**src/rtl/pwm_pkg.sv**
```systemverilog
// Shared definitions for the pwm_bank register file and its channel slices.
package pwm_pkg;

    localparam logic [1:0] OFF_PERIOD = 2'd0;
    localparam logic [1:0] OFF_DUTY   = 2'd1;
    localparam logic [1:0] OFF_CTRL   = 2'd2;
    localparam logic [1:0] OFF_STAT   = 2'd3;

    localparam logic [7:0] ADDR_GCTRL = 8'hF0;
    localparam logic [7:0] ADDR_ID    = 8'hF1;

    localparam int CTRL_EN  = 0;
    localparam int CTRL_POL = 1;
    localparam int CTRL_CTR = 2;
    localparam int CTRL_IE  = 3;

    typedef struct packed {
        logic ie;
        logic ctr;
        logic pol;
        logic en;
    } ctrl_t;

endpackage

```
**src/rtl/pwm_bank_if.sv**
```systemverilog
// Register bus shared with the sequencer: chip select, strobes, address and data.
interface pwm_bank_if #(
    parameter int ADDR_W = 8,
    parameter int DATA_W = 32
);
    logic              cs;
    logic              wr;
    logic              rd;
    logic [ADDR_W-1:0] addr;
    logic [DATA_W-1:0] d_in;
    logic [DATA_W-1:0] d_out;

    modport master (output cs, wr, rd, addr, d_in, input d_out);
    modport slave  (input cs, wr, rd, addr, d_in, output d_out);
endinterface

```
**src/rtl/pwm_chan.sv**
```systemverilog
// One PWM channel: shadow/active period and duty, edge or centre counter,
// registered output and sticky period-end flag.
module pwm_chan
    import pwm_pkg::*;
#(
    parameter int CNT_W = 16
) (
    input  logic             clk,
    input  logic             rst_n,
    input  logic             gen,
    input  logic             restart,
    input  logic             we_period,
    input  logic             we_duty,
    input  logic             we_ctrl,
    input  logic             clr_flag,
    input  logic [CNT_W-1:0] wdata,
    input  logic [3:0]       wctrl,
    output logic [CNT_W-1:0] period_s,
    output logic [CNT_W-1:0] duty_s,
    output logic [CNT_W-1:0] cnt,
    output ctrl_t            ctrl,
    output logic             flag,
    output logic             pwm
);

    localparam logic [CNT_W-1:0] ONE = CNT_W'(1);

    logic [CNT_W-1:0] period_s_q, period_s_d, duty_s_q, duty_s_d;
    logic [CNT_W-1:0] period_a_q, period_a_d, duty_a_q, duty_a_d;
    logic [CNT_W-1:0] cnt_q, cnt_d;
    ctrl_t            ctrl_q, ctrl_d;
    logic             down_q, down_d, flag_q, flag_d, pwm_q, pwm_d;
    logic             act, eop, load;

    always_comb begin
        // NOTE: every variable gets a default first so no path can infer a latch.
        period_s_d = we_period ? wdata : period_s_q;
        duty_s_d   = we_duty ? wdata : duty_s_q;
        ctrl_d     = ctrl_q;
        if (we_ctrl) begin
            ctrl_d.en  = wctrl[CTRL_EN];
            ctrl_d.pol = wctrl[CTRL_POL];
            ctrl_d.ctr = wctrl[CTRL_CTR];
            ctrl_d.ie  = wctrl[CTRL_IE];
        end

        act    = ctrl_q.en & gen & (period_a_q != '0);
        cnt_d  = '0;
        down_d = 1'b0;
        eop    = 1'b0;
        if (act) begin
            if (!ctrl_q.ctr) begin
                if (cnt_q == period_a_q - ONE) eop = 1'b1;
                else cnt_d = cnt_q + ONE;
            end else if (down_q || cnt_q == period_a_q) begin
                // Descending leg; reaching 0 closes the period and turns back up.
                cnt_d  = cnt_q - ONE;
                down_d = (cnt_q != ONE);
                eop    = (cnt_q == ONE);
            end else begin
                cnt_d = cnt_q + ONE;
            end
        end
        if (restart || (we_ctrl && wctrl[CTRL_CTR] != ctrl_q.ctr)) begin
            cnt_d  = '0;
            down_d = 1'b0;
        end

        load       = !act || eop || restart;
        period_a_d = load ? period_s_q : period_a_q;
        duty_a_d   = load ? duty_s_q : duty_a_q;

        flag_d = flag_q;
        if (clr_flag) flag_d = 1'b0;
        if (eop)      flag_d = 1'b1;

        pwm_d = (act & (cnt_q < duty_a_q)) ^ ctrl_q.pol;
    end

    // NOTE: sequential state uses non-blocking assignments only.
    always_ff @(posedge clk or negedge rst_n) begin
        if (!rst_n) begin
            period_s_q <= '0;
            duty_s_q   <= '0;
            period_a_q <= '0;
            duty_a_q   <= '0;
            cnt_q      <= '0;
            ctrl_q     <= '0;
            down_q     <= 1'b0;
            flag_q     <= 1'b0;
            pwm_q      <= 1'b0;
        end else begin
            period_s_q <= period_s_d;
            duty_s_q   <= duty_s_d;
            period_a_q <= period_a_d;
            duty_a_q   <= duty_a_d;
            cnt_q      <= cnt_d;
            ctrl_q     <= ctrl_d;
            down_q     <= down_d;
            flag_q     <= flag_d;
            pwm_q      <= pwm_d;
        end
    end

    assign period_s = period_s_q;
    assign duty_s   = duty_s_q;
    assign cnt      = cnt_q;
    assign ctrl     = ctrl_q;
    assign flag     = flag_q;
    assign pwm      = pwm_q;

endmodule

```
**src/rtl/pwm_bank.sv**
```systemverilog
// Multi-channel PWM bank: address decode, global control, registered readback
// and interrupt reduction around NCH pwm_chan slices.
module pwm_bank
    import pwm_pkg::*;
#(
    parameter int NCH    = 8,
    parameter int CNT_W  = 16,
    parameter int DATA_W = 32,
    parameter int ADDR_W = 8
) (
    input  logic           clk,
    input  logic           rst_n,
    pwm_bank_if.slave      bus,
    output logic [NCH-1:0] pwm,
    output logic           irq
);

    logic              wr_en, rd_en, gctrl_hit, restart;
    logic [ADDR_W-3:0] ch_idx;
    logic [1:0]        off;
    logic              gen_q, gen_d, irq_q, irq_d;
    logic [DATA_W-1:0] d_out_q, d_out_d, rdata;
    logic              unused_d_in;

    logic [CNT_W-1:0]  period_s [NCH];
    logic [CNT_W-1:0]  duty_s   [NCH];
    logic [CNT_W-1:0]  cnt      [NCH];
    ctrl_t             ctrl     [NCH];
    logic [NCH-1:0]    flag, ie;

    assign wr_en       = bus.cs & bus.wr;
    assign rd_en       = bus.cs & bus.rd;
    assign ch_idx      = bus.addr[ADDR_W-1:2];
    assign off         = bus.addr[1:0];
    assign gctrl_hit   = wr_en && (bus.addr == ADDR_W'(ADDR_GCTRL));
    assign restart     = gctrl_hit & bus.d_in[1];
    assign unused_d_in = ^bus.d_in;

    for (genvar i = 0; i < NCH; i++) begin : g_ch
        logic hit;
        assign hit   = wr_en && (ch_idx == (ADDR_W-2)'(i));
        assign ie[i] = ctrl[i].ie;

        pwm_chan #(.CNT_W(CNT_W)) u_chan (
            .clk       (clk),
            .rst_n     (rst_n),
            .gen       (gen_q),
            .restart   (restart),
            .we_period (hit && off == OFF_PERIOD),
            .we_duty   (hit && off == OFF_DUTY),
            .we_ctrl   (hit && off == OFF_CTRL),
            .clr_flag  (hit && off == OFF_STAT && bus.d_in[0]),
            .wdata     (bus.d_in[CNT_W-1:0]),
            .wctrl     (bus.d_in[3:0]),
            .period_s  (period_s[i]),
            .duty_s    (duty_s[i]),
            .cnt       (cnt[i]),
            .ctrl      (ctrl[i]),
            .flag      (flag[i]),
            .pwm       (pwm[i])
        );
    end

    // Readback samples registered state only, so a same-cycle write is not visible.
    always_comb begin
        rdata = '0;
        if (bus.addr == ADDR_W'(ADDR_GCTRL)) begin
            rdata = DATA_W'(gen_q);
        end else if (bus.addr == ADDR_W'(ADDR_ID)) begin
            rdata = DATA_W'({8'(NCH), 8'(CNT_W)});
        end else begin
            for (int i = 0; i < NCH; i++) begin
                if (ch_idx == (ADDR_W-2)'(i)) begin
                    case (off)
                        OFF_PERIOD: rdata = DATA_W'(period_s[i]);
                        OFF_DUTY:   rdata = DATA_W'(duty_s[i]);
                        OFF_CTRL:   rdata = DATA_W'(ctrl[i]);
                        default:    rdata = DATA_W'({cnt[i], 15'b0, flag[i]});
                    endcase
                end
            end
        end
        gen_d   = gctrl_hit ? bus.d_in[0] : gen_q;
        d_out_d = rd_en ? rdata : d_out_q;
        irq_d   = |(flag & ie);
    end

    always_ff @(posedge clk or negedge rst_n) begin
        if (!rst_n) begin
            gen_q   <= 1'b0;
            irq_q   <= 1'b0;
            d_out_q <= '0;
        end else begin
            gen_q   <= gen_d;
            irq_q   <= irq_d;
            d_out_q <= d_out_d;
        end
    end

    assign bus.d_out = d_out_q;
    assign irq       = irq_q;

endmodule

```
**src/flat_wrapper.sv**
```systemverilog
// flat-port wrapper written by rule: the top's interface ports become plain ports
module pwm_bank_flat import pwm_pkg::*;
#(
    parameter int NCH    = 8,
    parameter int CNT_W  = 16,
    parameter int DATA_W = 32,
    parameter int ADDR_W = 8
)
  (clk, rst_n, pwm, irq, bus_cs, bus_wr, bus_rd, bus_addr, bus_d_in, bus_d_out);
  pwm_bank_if #(.ADDR_W(ADDR_W), .DATA_W(DATA_W)) bus_i ();
  input  logic clk;
  input  logic rst_n;
  output logic [NCH-1:0] pwm;
  output logic irq;
  input wire logic [$bits(bus_i.cs)-1:0] bus_cs;
  input wire logic [$bits(bus_i.wr)-1:0] bus_wr;
  input wire logic [$bits(bus_i.rd)-1:0] bus_rd;
  input wire logic [$bits(bus_i.addr)-1:0] bus_addr;
  input wire logic [$bits(bus_i.d_in)-1:0] bus_d_in;
  output wire logic [$bits(bus_i.d_out)-1:0] bus_d_out;
  assign bus_i.cs = bus_cs;
  assign bus_i.wr = bus_wr;
  assign bus_i.rd = bus_rd;
  assign bus_i.addr = bus_addr;
  assign bus_i.d_in = bus_d_in;
  assign bus_d_out = bus_i.d_out;
  pwm_bank #(.NCH(NCH), .CNT_W(CNT_W), .DATA_W(DATA_W), .ADDR_W(ADDR_W)) u_core (.clk(clk), .rst_n(rst_n), .bus(bus_i), .pwm(pwm), .irq(irq));
endmodule
```
**config.mk**
```make
export PLATFORM = sky130hd
export DESIGN_NAME = pwm_bank_flat
export DESIGN_NICKNAME = d
export VERILOG_FILES = /design/src/rtl/pwm_pkg.sv /design/src/rtl/pwm_bank_if.sv /design/src/rtl/pwm_chan.sv /design/src/rtl/pwm_bank.sv /design/src/flat_wrapper.sv
export SDC_FILE = /design/constraint.sdc
export NUM_CORES = 2
export LEC_CHECK = 0
export CORE_MARGIN = 5
export CORE_UTILIZATION = 60
export DETAILED_ROUTE_END_ITERATION = 6
export GPL_ROUTABILITY_DRIVEN = 0
export MAX_ROUTING_LAYER = met4
export PLACE_DENSITY = 0.77
export SLEW_MARGIN = 30
export SYNTH_ARGS = -nofsm -noshare
export SYNTH_HDL_FRONTEND = slang
export SYNTH_SLANG_ARGS = --single-unit
```
**constraint.sdc**
```tcl
create_clock -name clk -period 8.1 [get_ports clk]
set_clock_uncertainty 0.05 [all_clocks]
set_input_delay 1.62 -clock clk [delete_from_list [all_inputs] [get_ports clk]]
set_output_delay 1.62 -clock clk [all_outputs]
set_load 0.02 [all_outputs]
```
==> results by group <==
Placed design
  – Placed instance area: 43,600 um^2
  – Port bufs: ~70
  – Pre-CTS setup slack: about 2.7 ns
  – Hpwl dp: about 86,000 um
  – Inst Count DP: ~4,700

Hold path
  – Min-delay src: u_core.bus.d_out[23]
  – Worst hold path class: register to register
  – Hold Path Depth: 1
  – Hold path endpoint: u_core.bus.d_out[23]

Synth
  – Asr flop ratio synth: 100%
  – Post-synthesis xor/xnor area fraction: between 6 and 7%
  – Post-Synth Adder-Cell Area: between 4 and 5%
  – Most area-consuming cells after synthesis: dfrtp_1, mux2_2, ha_1
  – EDFF count, synth: 0
  – Post-synthesis sequential area ratio: 42.9%
  – Mux contribution to synthesized area: between 20% and 30%
  – Synth cell types: 95
  – Most frequent cells after synthesis: dfrtp_1, mux2_2, nor2_1
  – Largest family of logic cells by synthesized area: multiplexers
  – Synthesized Nets: approximately 4,200
  – Post-Synth Simple-Gate Area: 12.9%
  – Synth Area in Compound Gates: 8.54%
  – Synthesized flop and latch total: 730
  – Leading register cell type out of synthesis: dfrtp_1
  – Syn Area/Cell: 10.8 um^2
  – Count leader, synth: dfrtp_1
  – Syn. warnings: 0
  – Mapped Area: 42,600 um^2
  – Post-synth top area share: 42.9%
  – Syn Inst Count: 3,955
  – Cell taking the most area after synthesis: dfrtp_1

Floorplan
  – Starting Density: 60.6%
  – Io pins: between 80 and 90
  – Core area: 70,300 um^2
  – # rows: 97
  – Die Area: 76,400 um^2
  – Die Height: around 280 um
  – Die W: 276 um

CTS
  – CTS tree: built
  – CTS clk-pin slew, worst paths: 0.06 ns
  – Clock buffer depth: 3
  – CTS Buf Count: 80
  – CTS Hold Buffers Added: 0
  – Worst-Skew Late Latency: roughly 0.66 ns
  – Post-CTS setup buffer count: 0
  – CTS sink cnt: 730
  – Clock root buffer: clkbuf_16
  – H-Tree Depth: 3
  – Post-cts sizing count: 0

GRT
  – Total Routing Usage GR: 32.6%
  – First-pass GRT wire length: 189,000 um
  – Antenna violations before repair: 11
  – Vias in the first global route: 30,600
  – GRT overflow: 0
  – Pin count of the biggest net entering global routing: 181

Cells and area
  – Final #Nets: 4,070
  – Final instance area: 46,500 um^2
  – Cell Count, Final, Fillers Out: 4,880
  – Share of layout cells above drive strength 1: 19.3%
  – Area delta synth->final: 9.13%

Pwr
  – VDD IR-drop max: around 0.00019 V
  – P_leak: 22.0 nW
  – Pwr/cell area: 180 nW/um^2

Timing
  – Post-layout min period: 4.93 ns
  – Worst Setup Slack, final: 3.17 ns
  – Pins Over Slew Limit: 0
  – Final setup fails: 0
  – Slew headroom: 25.8%
  – Fmax: 203 MHz
  – RSZ-0062 raised after global routing: false
  – Final Cycle Share: 60.9%
  – Hold WS: 0.424 ns
  – Worst-Margin Slew: between 1 and 1.5 ns
  – Final hold violation count: 0
  – Setup TNS: 0 ns

Outcome
  – Failing checks: design-rule violations
  – Status: finished with violations

Critical path
  – Worst EP arrival: 5.41 ns
  – CP max FO: 31
  – Crit Path Category: input port to register
  – Startpoint types: input port
  – FF-to-FF End: u_core.g_ch[4].u_chan.duty_a_q[5]
  – Worst R2R Path Depth: 9
  – Crit path capture type: register
  – Worst Path Required: 8.58 ns
  – FF-to-FF setup slack: 3.70 ns
  – Reg2Reg Launch Point: u_core.g_ch[4].u_chan.cnt[4]

Routing
  – Router iterations before antenna repair: 7
  – Drt initial violations: 3,697
  – Residual DRC: 37
  – Remaining antenna violation count: 0
  – Vias per cell: 6.61
  – Total number of vias: 32,300
  – Total Wirelength: ~120,000 um
  – Wire per inst: 25.4 um

Flow run
  – Max_cap viols: 0
placed cells by master, fill, tap and decap left out, types with 49 or more instances in the layout:
cell type and count:
nor3_1 127, a21oi_1 60, a21o_1 59, ha_1 152, xnor2_1 207, clkdlybuf4s50_1 59, and3_1 61, nor2_1 249
clkbuf_16 83, inv_1 175, nand4_1 81, mux2_2 475, nand2_1 139, mux2_1 49, mux2i_1 168, o21ai_0 109
nand3_1 73, xor2_1 122, dfrtp_1 729
registers in the layout, indices dropped and copies added, names as in the netlist:
register	cells
u_core.g_ch.u_chan.cnt	128
u_core.g_ch.u_chan.pwm	8
u_core.bus.d_out	32
u_core.g_ch.u_chan.period_a_q	128
u_core.g_ch.u_chan.duty_a_q	128
u_core.g_ch.u_chan.ctrl	32
u_core.g_ch.u_chan.flag	8
u_core.irq	1
u_core.g_ch.u_chan.down_q	8
u_core.g_ch.u_chan.period_s	128
u_core.g_ch.u_chan.duty_s	128
u_core.gen_q	1
worst max path at each step:
stage                     start  slack (ns)                              endpoint  cells past startpoint
floorplan           bus_addr[4]        4.03      u_core.g_ch[1].u_chan.duty_s[10]                      6
global placement    bus_addr[4]        2.69          u_core.g_ch[2].u_chan.cnt[3]                      7
detailed placement  bus_addr[3]        2.67  u_core.g_ch[4].u_chan.period_a_q[15]                      9
CTS                 bus_addr[3]        3.34  u_core.g_ch[4].u_chan.period_a_q[10]                      9
global route        bus_addr[3]        3.04  u_core.g_ch[4].u_chan.period_a_q[13]                      9
finish              bus_addr[3]        3.17     u_core.g_ch[4].u_chan.duty_a_q[5]                      9
cells by family after synthesis:
group | count (synthesis)
AND/OR/NAND/NOR | 1029
multiplexers | 746
flip-flops | 730
AO/OA/AOI/OAI | 520
buffers and inverters | 449
XOR/XNOR | 329
adder cells (fa/ha/maj) | 152
report_power, final:
part	internal [W]	switching, W	total, W
Combinational	0.000291	0.000431	0.000722
Clock	0.00230	0.00155	0.00384
Sequential	0.00372	0.0000835	0.00381
Total	0.00631	0.00206	0.00837
layout make-up:
type | count | area (um^2)
fillers | 5311 | 23800
multi-input cells | 2776 | 22600
flip-flops and latches | 730 | 18300
clock buffers | 112 | 2370
well taps | 940 | 1180
repair buffers | 109 | 1040
inverters | 176 | 661
clock inverters | 31 | 400
diodes | 6 | 15.0
metal layers:
layer | up-vias | track usage (%) | wire length [um]
li1 | 14200 | - | -
met1 | 16200 | 44.2 | 50600
met2 | 1580 | 48.2 | 55400
met3 | 319 | 7.95 | 12400
met4 | 0 | 11.8 | 5440
met5 | - | - | 0
through the flow:
stage	utilization, %	total power, W
floorplan	-	0.00431
global placement	62.1	0.00456
detailed placement	62.1	0.00457
CTS	66.0	0.00839
global route	66.2	0.00863
finish	66.2	0.00837
worst max-delay path, stage by stage:
cell and delay (ns):
clkdlybuf4s50_1 0.40, buf_4 0.26, nor2_1 0.20, nand2_1 0.07, nor2_1 0.64, and3_1 0.72, or4_1 0.71, buf_4 0.39
mux2_1 0.35
No activity file was read; power rests on OpenSTA's default activity.
